===== src/rtl/placar_serial_tx.sv =====
// placar_serial_tx: sends each scoring event as an 8N1 UART text line, e.g. "G0007\n".
// Define PLACAR_CHECKSUM_EN to insert a two-character hex XOR checksum before the newline.
module placar_serial_tx #(
  parameter int unsigned CLK_FREQ = 50000000,
  parameter int unsigned BAUD     = 115200
) (
  input  logic       clock,
  input  logic       reset,
  input  logic       ganhou_ponto,
  input  logic       perdeu_ponto,
  input  logic [9:0] pontuacao,
  output logic       serial,
  output logic       busy,
  output logic [7:0] descartes,
  output logic [3:0] db_estado
);

  localparam int unsigned DIV = CLK_FREQ / BAUD;
  localparam int unsigned CW  = $clog2(DIV);
`ifdef PLACAR_CHECKSUM_EN
  localparam int unsigned NBYTES = 8;
`else
  localparam int unsigned NBYTES = 6;
`endif
  localparam logic [2:0]    LAST_BYTE = 3'(NBYTES - 1);
  localparam logic [CW-1:0] BIT_LAST  = CW'(DIV - 1);
  // The PROXIMO cycle supplies the final stop-bit cycle, so STOP itself lasts DIV-1.
  localparam logic [CW-1:0] STOP_LAST = CW'(DIV - 2);

  typedef enum logic [3:0] {
    OCIOSO   = 4'd0,
    CONVERTE = 4'd1,
    CARREGA  = 4'd2,
    START    = 4'd3,
    DADOS    = 4'd4,
    STOP     = 4'd5,
    PROXIMO  = 4'd6
  } state_t;

  logic [1:0]    rst_sync;
  logic          rst_n;
  state_t        state, state_d;
  logic          ev;
  logic [7:0]    ev_typ;
  logic          cap_active, cap_pend, pend_to_active, drop;
  logic          pend_valid;
  logic [7:0]    pend_typ;
  logic [9:0]    pend_score;
  logic [7:0]    typ;
  logic [10:0]   work;
  logic [10:0]   div_val;
  logic [1:0]    ph;
  logic [3:0]    d_mil, d_cen, d_dez;
  logic [2:0]    byte_idx, bit_cnt;
  logic [CW-1:0] baud_cnt;
  logic [7:0]    shreg, cur_byte;
  logic          bit_end, stop_end, conv_done, last_byte;

  // Asynchronous assertion, synchronised release.
  always_ff @(posedge clock or negedge reset) begin
    if (!reset) rst_sync <= 2'b00;
    else        rst_sync <= {rst_sync[0], 1'b1};
  end
  assign rst_n = rst_sync[1];

  assign ev        = ganhou_ponto | perdeu_ponto;
  assign ev_typ    = ganhou_ponto ? 8'h47 : 8'h50;
  assign bit_end   = (baud_cnt == BIT_LAST);
  assign stop_end  = (baud_cnt == STOP_LAST);
  assign last_byte = (byte_idx == LAST_BYTE);
  assign div_val   = (ph == 2'd0) ? 11'd1000 : (ph == 2'd1) ? 11'd100 : 11'd10;
  assign conv_done = (ph == 2'd2) && (work < 11'd10);
  assign db_estado = state;

`ifdef PLACAR_CHECKSUM_EN
  logic [7:0] csum;

  function automatic logic [7:0] hex_char(input logic [3:0] n);
    return (n < 4'd10) ? 8'h30 + {4'h0, n} : 8'h37 + {4'h0, n};
  endfunction

  assign csum = typ ^ {4'h3, d_mil} ^ {4'h3, d_cen} ^ {4'h3, d_dez} ^ {4'h3, work[3:0]};
`endif

  // Byte selection; the units digit is the conversion remainder.
  always_comb begin
    cur_byte = 8'h0A;
    case (byte_idx)
      3'd0:    cur_byte = typ;
      3'd1:    cur_byte = {4'h3, d_mil};
      3'd2:    cur_byte = {4'h3, d_cen};
      3'd3:    cur_byte = {4'h3, d_dez};
      3'd4:    cur_byte = {4'h3, work[3:0]};
`ifdef PLACAR_CHECKSUM_EN
      3'd5:    cur_byte = hex_char(csum[7:4]);
      3'd6:    cur_byte = hex_char(csum[3:0]);
`endif
      default: cur_byte = 8'h0A;
    endcase
  end

  always_ff @(posedge clock or negedge rst_n) begin
    if (!rst_n) state <= OCIOSO;
    else        state <= state_d;
  end

  // Next state and event routing (active, pending slot, or dropped).
  always_comb begin
    state_d        = state;
    cap_active     = 1'b0;
    cap_pend       = 1'b0;
    pend_to_active = 1'b0;
    drop           = 1'b0;
    if (ev) begin
      if (state == OCIOSO || (state == PROXIMO && last_byte && !pend_valid)) cap_active = 1'b1;
      else if (!pend_valid)                                                  cap_pend   = 1'b1;
      else                                                                   drop       = 1'b1;
    end
    case (state)
      OCIOSO:   if (ev) state_d = CONVERTE;
      CONVERTE: if (conv_done) state_d = CARREGA;
      CARREGA:  state_d = START;
      START:    if (bit_end) state_d = DADOS;
      DADOS:    if (bit_end && bit_cnt == 3'd7) state_d = STOP;
      STOP:     if (stop_end) state_d = PROXIMO;
      PROXIMO: begin
        if (!last_byte) state_d = CARREGA;
        else if (pend_valid) begin
          pend_to_active = 1'b1;
          state_d        = CONVERTE;
        end
        else if (ev) state_d = CONVERTE;
        else         state_d = OCIOSO;
      end
      default: state_d = OCIOSO;
    endcase
  end

  always_ff @(posedge clock or negedge rst_n) begin
    if (!rst_n) begin
      serial     <= 1'b1;
      busy       <= 1'b0;
      descartes  <= 8'h00;
      pend_valid <= 1'b0;
      pend_typ   <= 8'h00;
      pend_score <= 10'd0;
      typ        <= 8'h00;
      work       <= 11'd0;
      ph         <= 2'd0;
      d_mil      <= 4'd0;
      d_cen      <= 4'd0;
      d_dez      <= 4'd0;
      byte_idx   <= 3'd0;
      bit_cnt    <= 3'd0;
      baud_cnt   <= '0;
      shreg      <= 8'h00;
    end else begin
      busy <= (state_d != OCIOSO);
      if (drop && descartes != 8'hFF) descartes <= descartes + 8'd1;
      if (cap_pend) begin
        pend_valid <= 1'b1;
        pend_typ   <= ev_typ;
        pend_score <= pontuacao;
      end else if (pend_to_active) begin
        pend_valid <= 1'b0;
      end
      case (state)
        OCIOSO, PROXIMO: begin
          if (cap_active || pend_to_active) begin
            typ      <= cap_active ? ev_typ : pend_typ;
            work     <= cap_active ? {1'b0, pontuacao} : {1'b0, pend_score};
            ph       <= 2'd0;
            d_mil    <= 4'd0;
            d_cen    <= 4'd0;
            d_dez    <= 4'd0;
            byte_idx <= 3'd0;
          end else if (state == PROXIMO && !last_byte) begin
            byte_idx <= byte_idx + 3'd1;
          end
        end
        // One subtraction or one divisor step per cycle.
        CONVERTE: begin
          if (work >= div_val) begin
            work <= work - div_val;
            case (ph)
              2'd0:    d_mil <= d_mil + 4'd1;
              2'd1:    d_cen <= d_cen + 4'd1;
              default: d_dez <= d_dez + 4'd1;
            endcase
          end else if (ph != 2'd2) begin
            ph <= ph + 2'd1;
          end
        end
        CARREGA: begin
          shreg    <= cur_byte;
          serial   <= 1'b0;
          baud_cnt <= '0;
        end
        START: begin
          if (bit_end) begin
            baud_cnt <= '0;
            bit_cnt  <= 3'd0;
            serial   <= shreg[0];
          end else begin
            baud_cnt <= baud_cnt + CW'(1);
          end
        end
        DADOS: begin
          if (bit_end) begin
            baud_cnt <= '0;
            if (bit_cnt == 3'd7) begin
              serial <= 1'b1;
            end else begin
              bit_cnt <= bit_cnt + 3'd1;
              shreg   <= shreg >> 1;
              serial  <= shreg[1];
            end
          end else begin
            baud_cnt <= baud_cnt + CW'(1);
          end
        end
        STOP:    baud_cnt <= baud_cnt + CW'(1);
        default: ;
      endcase
    end
  end

endmodule


===== config.mk =====
export PLATFORM = sky130hd
export DESIGN_NAME = placar_serial_tx
export DESIGN_NICKNAME = d
export VERILOG_FILES = /design/src/rtl/placar_serial_tx.sv
export SDC_FILE = /design/constraint.sdc
export NUM_CORES = 1
export LEC_CHECK = 0
export BUFFER_PORTS_ARGS = -buffer_cell sky130_fd_sc_hd__buf_2
export CAP_MARGIN = 40
export CORE_MARGIN = 2
export CORE_UTILIZATION = 55
export CTS_CLUSTER_DIAMETER = 150
export DETAILED_ROUTE_END_ITERATION = 10
export PLACE_DENSITY = 0.72
export SLEW_MARGIN = 15
export SYNTH_ARGS = -nofsm -noshare
export SYNTH_HDL_FRONTEND = slang
export SYNTH_SLANG_ARGS = --single-unit

===== constraint.sdc =====
create_clock -name clock -period 2.75 [get_ports clock]
set_clock_uncertainty 0.1 [all_clocks]
set_input_delay 0.1375 -clock clock [delete_from_list [all_inputs] [get_ports clock]]
set_output_delay 0.1375 -clock clock [all_outputs]
set_load 0.03 [all_outputs]

== After elaboration in Yosys (flattened, before gate mapping) ==
Index checks and enable logic that the tools add are counted.

* Memories kept: 0
* Bits in registers: 91
* Output and inout bits: 14
* Memory bits (read-only): 0
* Memory bits (writable): 0
* Logic and storage cells: 151
* Bits of input ports: 14
* Bits in latches: 0

* Multiplexer cells: 59
* Multiply operators: 0
* Bitwise gates (word level): 1
* Equality and inequality tests: 28
* Shifts and indexed selects: 0
* Reductions and logical operators: 34
* Add/subtract/negate cells: 9
* Order comparisons: 2
* Divide/modulo/power cells: 0

{| class="wikitable"
|+ Operators by type and width
! kind !! count
|-
| $mux 4 || 12
|-
| $pmux 8 s5 || 1
|-
| $pmux 4 s7 || 1
|-
| $pmux 9 s3 || 1
|-
| $mux 8 || 3
|-
| $pmux 4 s2 || 3
|-
| $mux 11 || 2
|-
| $ne 2x2->1 const B || 11
|-
| $pmux 11 s2 || 1
|-
| $mux 10 || 2
|-
| $reduce_and 4->1 || 5
|-
| $eq 9x9->1 const B || 2
|-
| $mux 1 || 17
|-
| $pmux 8 s2 || 1
|-
| $mux 3 || 5
|-
| $add 4x1->4 const B || 3
|-
| $eq 4x3->1 const B || 3
|-
| $ge 11x10->1 || 1
|-
| $lt 11x4->1 const B || 1
|-
| $sub 11x10->11 || 1
|-
| $reduce_bool 2->1 || 5
|-
| $add 9x1->9 const B || 1
|-
| $eq 3x3->1 const B || 3
|-
| $mux 9 || 1
|-
| other kinds (28) || 47
|}

== Depth between registers and ports, before layout ==
* Word-level depth: 9
* Gate-level depth with buffers: 14
* Mapped depth without buffers: 11

== Worst setup path after synthesis ==
OpenSTA, ideal clock, no wires.

* Path kind: register to register
* Start point: register ph[1]
* End point: register d_dez[3]
* Required time: 2571 ps
* Slack: -318 ps
* Arrival time: 2889 ps
* Path buffers: 1
* Setup time: 79 ps
* Period minus slack after synthesis: 3068 ps
* Stages on the path, launching flop included: 13
* Path through: dfrtp_1 inv_1 ha_1 clkbuf_1 nor2_1 ha_1 fa_1 nor2b_1 o31a_1 o211ai_1 a21o_4 or4_1 a21oi_1

* Word-level cells in the longest chain between the ends: 6
* Elaborated cells between the ends (all ways): 9
* Classes of those cells: order compare (1); eq/ne (3); mux (2); reduce/logical (3)

{| class="wikitable"
|+ Ends and longest elaborated chain
! what !! line !! source
|-
| from (decl) || 52 || <nowiki>logic [1:0] ph;</nowiki>
|-
| from (signal assigned) || 191 || <nowiki>ph <= ph + 2'd1;</nowiki>
|-
| $eq 2x1->1 || 71, 185 ||
|-
| $mux 7 || 71 || <nowiki>assign div_val = (ph == 2'd0) ? 11'd1000 : (ph == 2'd1) ? 11'd100 : 11'd10;</nowiki>
|-
| $mux 10 || 71 ||
|-
| $ge 11x10->1 || 183 || <nowiki>if (work >= div_val) begin</nowiki>
|-
| $ne 2x2->1 (no line) || n/a ||
|-
| $reduce_and 4->1 (no line) (*) || n/a ||
|-
| to (signal assigned) || 188 || <nowiki>default: d_dez <= d_dez + 4'd1;</nowiki>
|-
| to (decl) || 53 || <nowiki>logic [3:0] d_mil, d_cen, d_dez;</nowiki>
|}

Every way passes the cells marked *; elsewhere a longest branch is shown, timed or not.
A chain may end at the register's enable or synchronous reset.

== Worst setup path in the final report ==
* Start point: register ph[1]
* End point: register work[4]

* Word-level cells in the longest chain between the ends: 6
* Elaborated cells between the ends (all ways): 10
* Classes of those cells: add/sub (1); order compare (1); eq/ne (2); mux (4); reduce/logical (2)

{| class="wikitable"
|+ Ends and longest elaborated chain
! what !! line !! source
|-
| $eq 2x1->1 || 71 ||
|-
| $mux 7 || 71 ||
|-
| $mux 10 (*) || 71 ||
|-
| $sub 11x10->11 / $ge 11x10->1 (equally long branches) || 184, 183 ||
|-
| $mux 11 / $ne 2x2->1 (equally long branches) || n/a ||
|-
| $pmux 11 s2 / $reduce_and 3->1 (equally long branches) || n/a ||
|-
| to (signal assigned) || 171 || <nowiki>work <= cap_active ? {1'b0, pontuacao} : {1'b0, pend_score};</nowiki>
|-
| to (signal assigned) || 184 || <nowiki>work <= work - div_val;</nowiki>
|-
| to (decl) || 50 || <nowiki>logic [10:0] work;</nowiki>
|}

Every way passes the cells marked *; elsewhere a longest branch is shown, timed or not. The select of a mux whose other input is x is not followed.

==> out/metrics.cfg <==
[power_and_ir_drop]
power_leakage_nw = 2.58
vdd_drop_max_v = 0.000636
power_density_nw_per_um2 = 906

[cts]
cts_tree = yes
cts_buffers = 9
clk_pin_slew_worst_paths_ns = 0.10
clock_latency_ns = 0.37
clock_sinks = 80
clock-root-buffer = clkbuf_8
clk_path_buf_depth = 2
htreeDepth = 3

[run_status]
outcome = finished, violations left
failed_checks = negative setup slack

[job]
drv_cap = 0

[setup_path]
end_kind = flop
crit_buf_inv = 3
crit_path_frequent_cell = ha_4
crit_type = flop to flop
crit_fanout = 5
crit_path_start_kind = flop
worstPathRequired_ns = 2.92
cpPeakStageDelay_ns = 0.40
path_cells = inv_2 -> ha_4 -> nor2_4 -> ha_4 -> fa_2 -> nor2b_2 -> o31a_1 -> o211ai_1 -> buf_4 -> a21oi_4 -> buf_6 -> o21ai_2 -> a32o_1
crit_family = compound AO/OA/AOI/OAI gates
worstPathArrival_ns = 2.99
cp_slowest_cell = dfrtp_1

[timing]
max_slew.worst_pin.slew_ns = 0.497
maxSlewViolCount = 0
fin_ws_ns = -0.0753
hold_slack_ns = 0.0962
slew_headroom = 0.664
hold_viol = 0
period_share = 1.03
finalSetupViolations = 8
fin_crit_ns = 2.83
timing.fmax_mhz = 354
grt_setup_unrepaired = true

[routing]
wirelength_microns = 11200
vias = 3929
antenna_left = 0
first_pass_iters = 5
drt_iter0_drc = 335
vias_per_cell = 5.99
wl_per_cell_microns = 17.1
drc = 0

[die]
start_util = 0.567
die_area_sq_um = 9180
die_h_microns = 95.8
placementRows = 33
coreArea_sq_um = 8180
pin_count = 28
fp.dieW_microns = 95.8

[placement]
portBuffers = 27
place_inst = 619
dpl_worst_slack_ns = -0.0816
place_area_sq_um = 5190
place_hpwl_microns = 7880
place_congestion = 0.858

[final_layout]
diodes = 0
ff_latch_area_sq_um = 2010
nFillCells = 622
multiInputGateArea_sq_um = 2590
final_cells = 656
final_util = 0.697
area_delta_synth_final_pct = 22.9
design_area_sq_um = 5700
drive_gt1_frac = 0.287
nets = 587

[grt]
use_met1 = 0.341
grt_max_degree = 52
antenna_found_initial = 0
grt-busiest-layer = met2
overflow = 0
grt.total_usage = 0.258
grt_pass1_wl_microns = 18200
use_met3 = 0.0423
grt_pass1_vias = 3792
grtUsageMet2 = 0.417

[hold_path]
hp-class = primary input to flop

[synth]
syn_area_sq_um = 4640
syn_area_per_cell_sq_um = 10.0
ys_types = 69
ys_warn_count = 0
synth_cells = 464
synth-seq-cells = 80
synthFlopType = dfrtp_1
syn_nets = 505
ys_seq_area_frac = 0.432
async_flop_share = 1.00
synth-edff-count = 0

==> placed cells by master, fill, tap and decap left out, drive strengths merged, types with 10 or more instances in the layout <==
cell type    count
o21ai           29
nand2           38
a21o            10
dfrtp           79
dlygate4sd3     13
mux2            20
a21oi           29
inv             27
nand3           12
nor2            30
buf             79
ha              26
==> final timing paths <==
path | from | slack (ns) | endpoint | depth (start not counted)
worst max-delay path | ph[1] | -0.08 | work[4] | 13
worst min-delay path | perdeu_ponto | 0.1 | typ[2] | 4
worst max register to register | ph[1] | -0.08 | work[4] | 13
worst min register to register | rst_sync[1] | 0.16 | bit_cnt[1] | 0
max in group asynchronous | rst_sync[1] | 1.79 | pend_score[2] | 1
min in group asynchronous | rst_sync[1] | 0.16 | bit_cnt[1] | 0
==> power by group <==
group	leakage (nW)	switching, mW	total, mW	internal (mW)
clock network	0.101	0.521	0.879	0.358
logic	1.47	1.28	2.53	1.25
registers	1.01	0.290	1.75	1.46
total	2.58	2.09	5.16	3.08
==> synth_stat cells (7+ instances only) <==
cell type | instances | share of area
nand3_1 | 12 | 0.013
mux2i_1 | 8 | 0.017
a21o_1 | 8 | 0.013
mux2_2 | 20 | 0.049
ha_1 | 26 | 0.070
xnor2_1 | 7 | 0.013
nand4_1 | 9 | 0.012
nand2_1 | 38 | 0.031
o211ai_1 | 7 | 0.011
o21ai_0 | 27 | 0.029
clkbuf_1 | 10 | 0.0081
a22oi_1 | 7 | 0.011
dfrtp_1 | 79 | 0.43
nor2_1 | 29 | 0.023
a22o_1 | 9 | 0.017
a21oi_1 | 26 | 0.028
inv_1 | 23 | 0.019
xor2_1 | 8 | 0.015
nor3_1 | 9 | 0.0097
==> flip-flops by register name (all words and copies together), names as in the netlist <==
name        count
byte_idx        3
rst_sync        2
db_estado       4
d_cen           4
descartes       8
baud_cnt        9
shreg           7
work           11
d_mil           4
ph              2
busy            1
d_dez           4
serial          1
pend_valid      1
pend_typ        3
bit_cnt         3
pend_score     10
typ             3
==> final cells by class <==
cell class              count  area share
clock buffers               9      0.0217
clock inverters             7      0.0129
inverters                  23      0.0151
multi-input cells         340       0.454
flip-flops and latches     80       0.352
well taps                 105      0.0230
repair buffers             92       0.121
==> through the flow <==
| stage | power, mW | setup TNS [ns] |
|---|---|---|
| floorplan | 3.21 | -0.160 |
| global placement | 3.91 | 0 |
| detailed placement | 4.00 | -0.240 |
| CTS | 4.97 | -0.0198 |
| global route | 5.48 | -1.91 |
| finish | 5.16 | -0.320 |
==> routing by layer <==
layer | vias to the layer above | wire length [microns]
met5 | - | 0
met4 | 0 | 325
met3 | 24 | 532
met2 | 115 | 5400
met1 | 1910 | 4970
li1 | 1880 | -
==> logic make-up (layout without fill, tap and decap cells) <==
kind of cell	Yosys count	count (layout)	synth area share
XOR/XNOR	15	15	0.0283
AO/OA/AOI/OAI	125	126	0.188
other	2	2	0.00162
adder cells (fa/ha/maj)	27	27	0.0745
buffers and inverters	45	131	0.0491
multiplexers	28	28	0.0658
AND/OR/NAND/NOR	142	142	0.161
flip-flops	80	80	0.432
==> worst register-to-register path, stage by stage, from the launching register on <==
cell      delay [ns]
dfrtp_1         0.40
inv_2           0.11
ha_4            0.19
nor2_4          0.05
ha_4            0.16
fa_2            0.34
nor2b_2         0.14
o31a_1          0.16
o211ai_1        0.20
buf_4           0.22
a21oi_4         0.23
buf_6           0.16
o21ai_2         0.05
a32o_1          0.21
==> repair_timing <==
action / CTS / global route
pin swaps: 2 / 20
resized for setup: 5 / 26
buffers inserted: 2 / 6
cloned: 0 / 1
hold buffers: 13 / 0
endpoints found under the setup margin: 17 / 24
endpoints found under the hold margin: 14 / 0
Power figures use the tool's default switching activity.
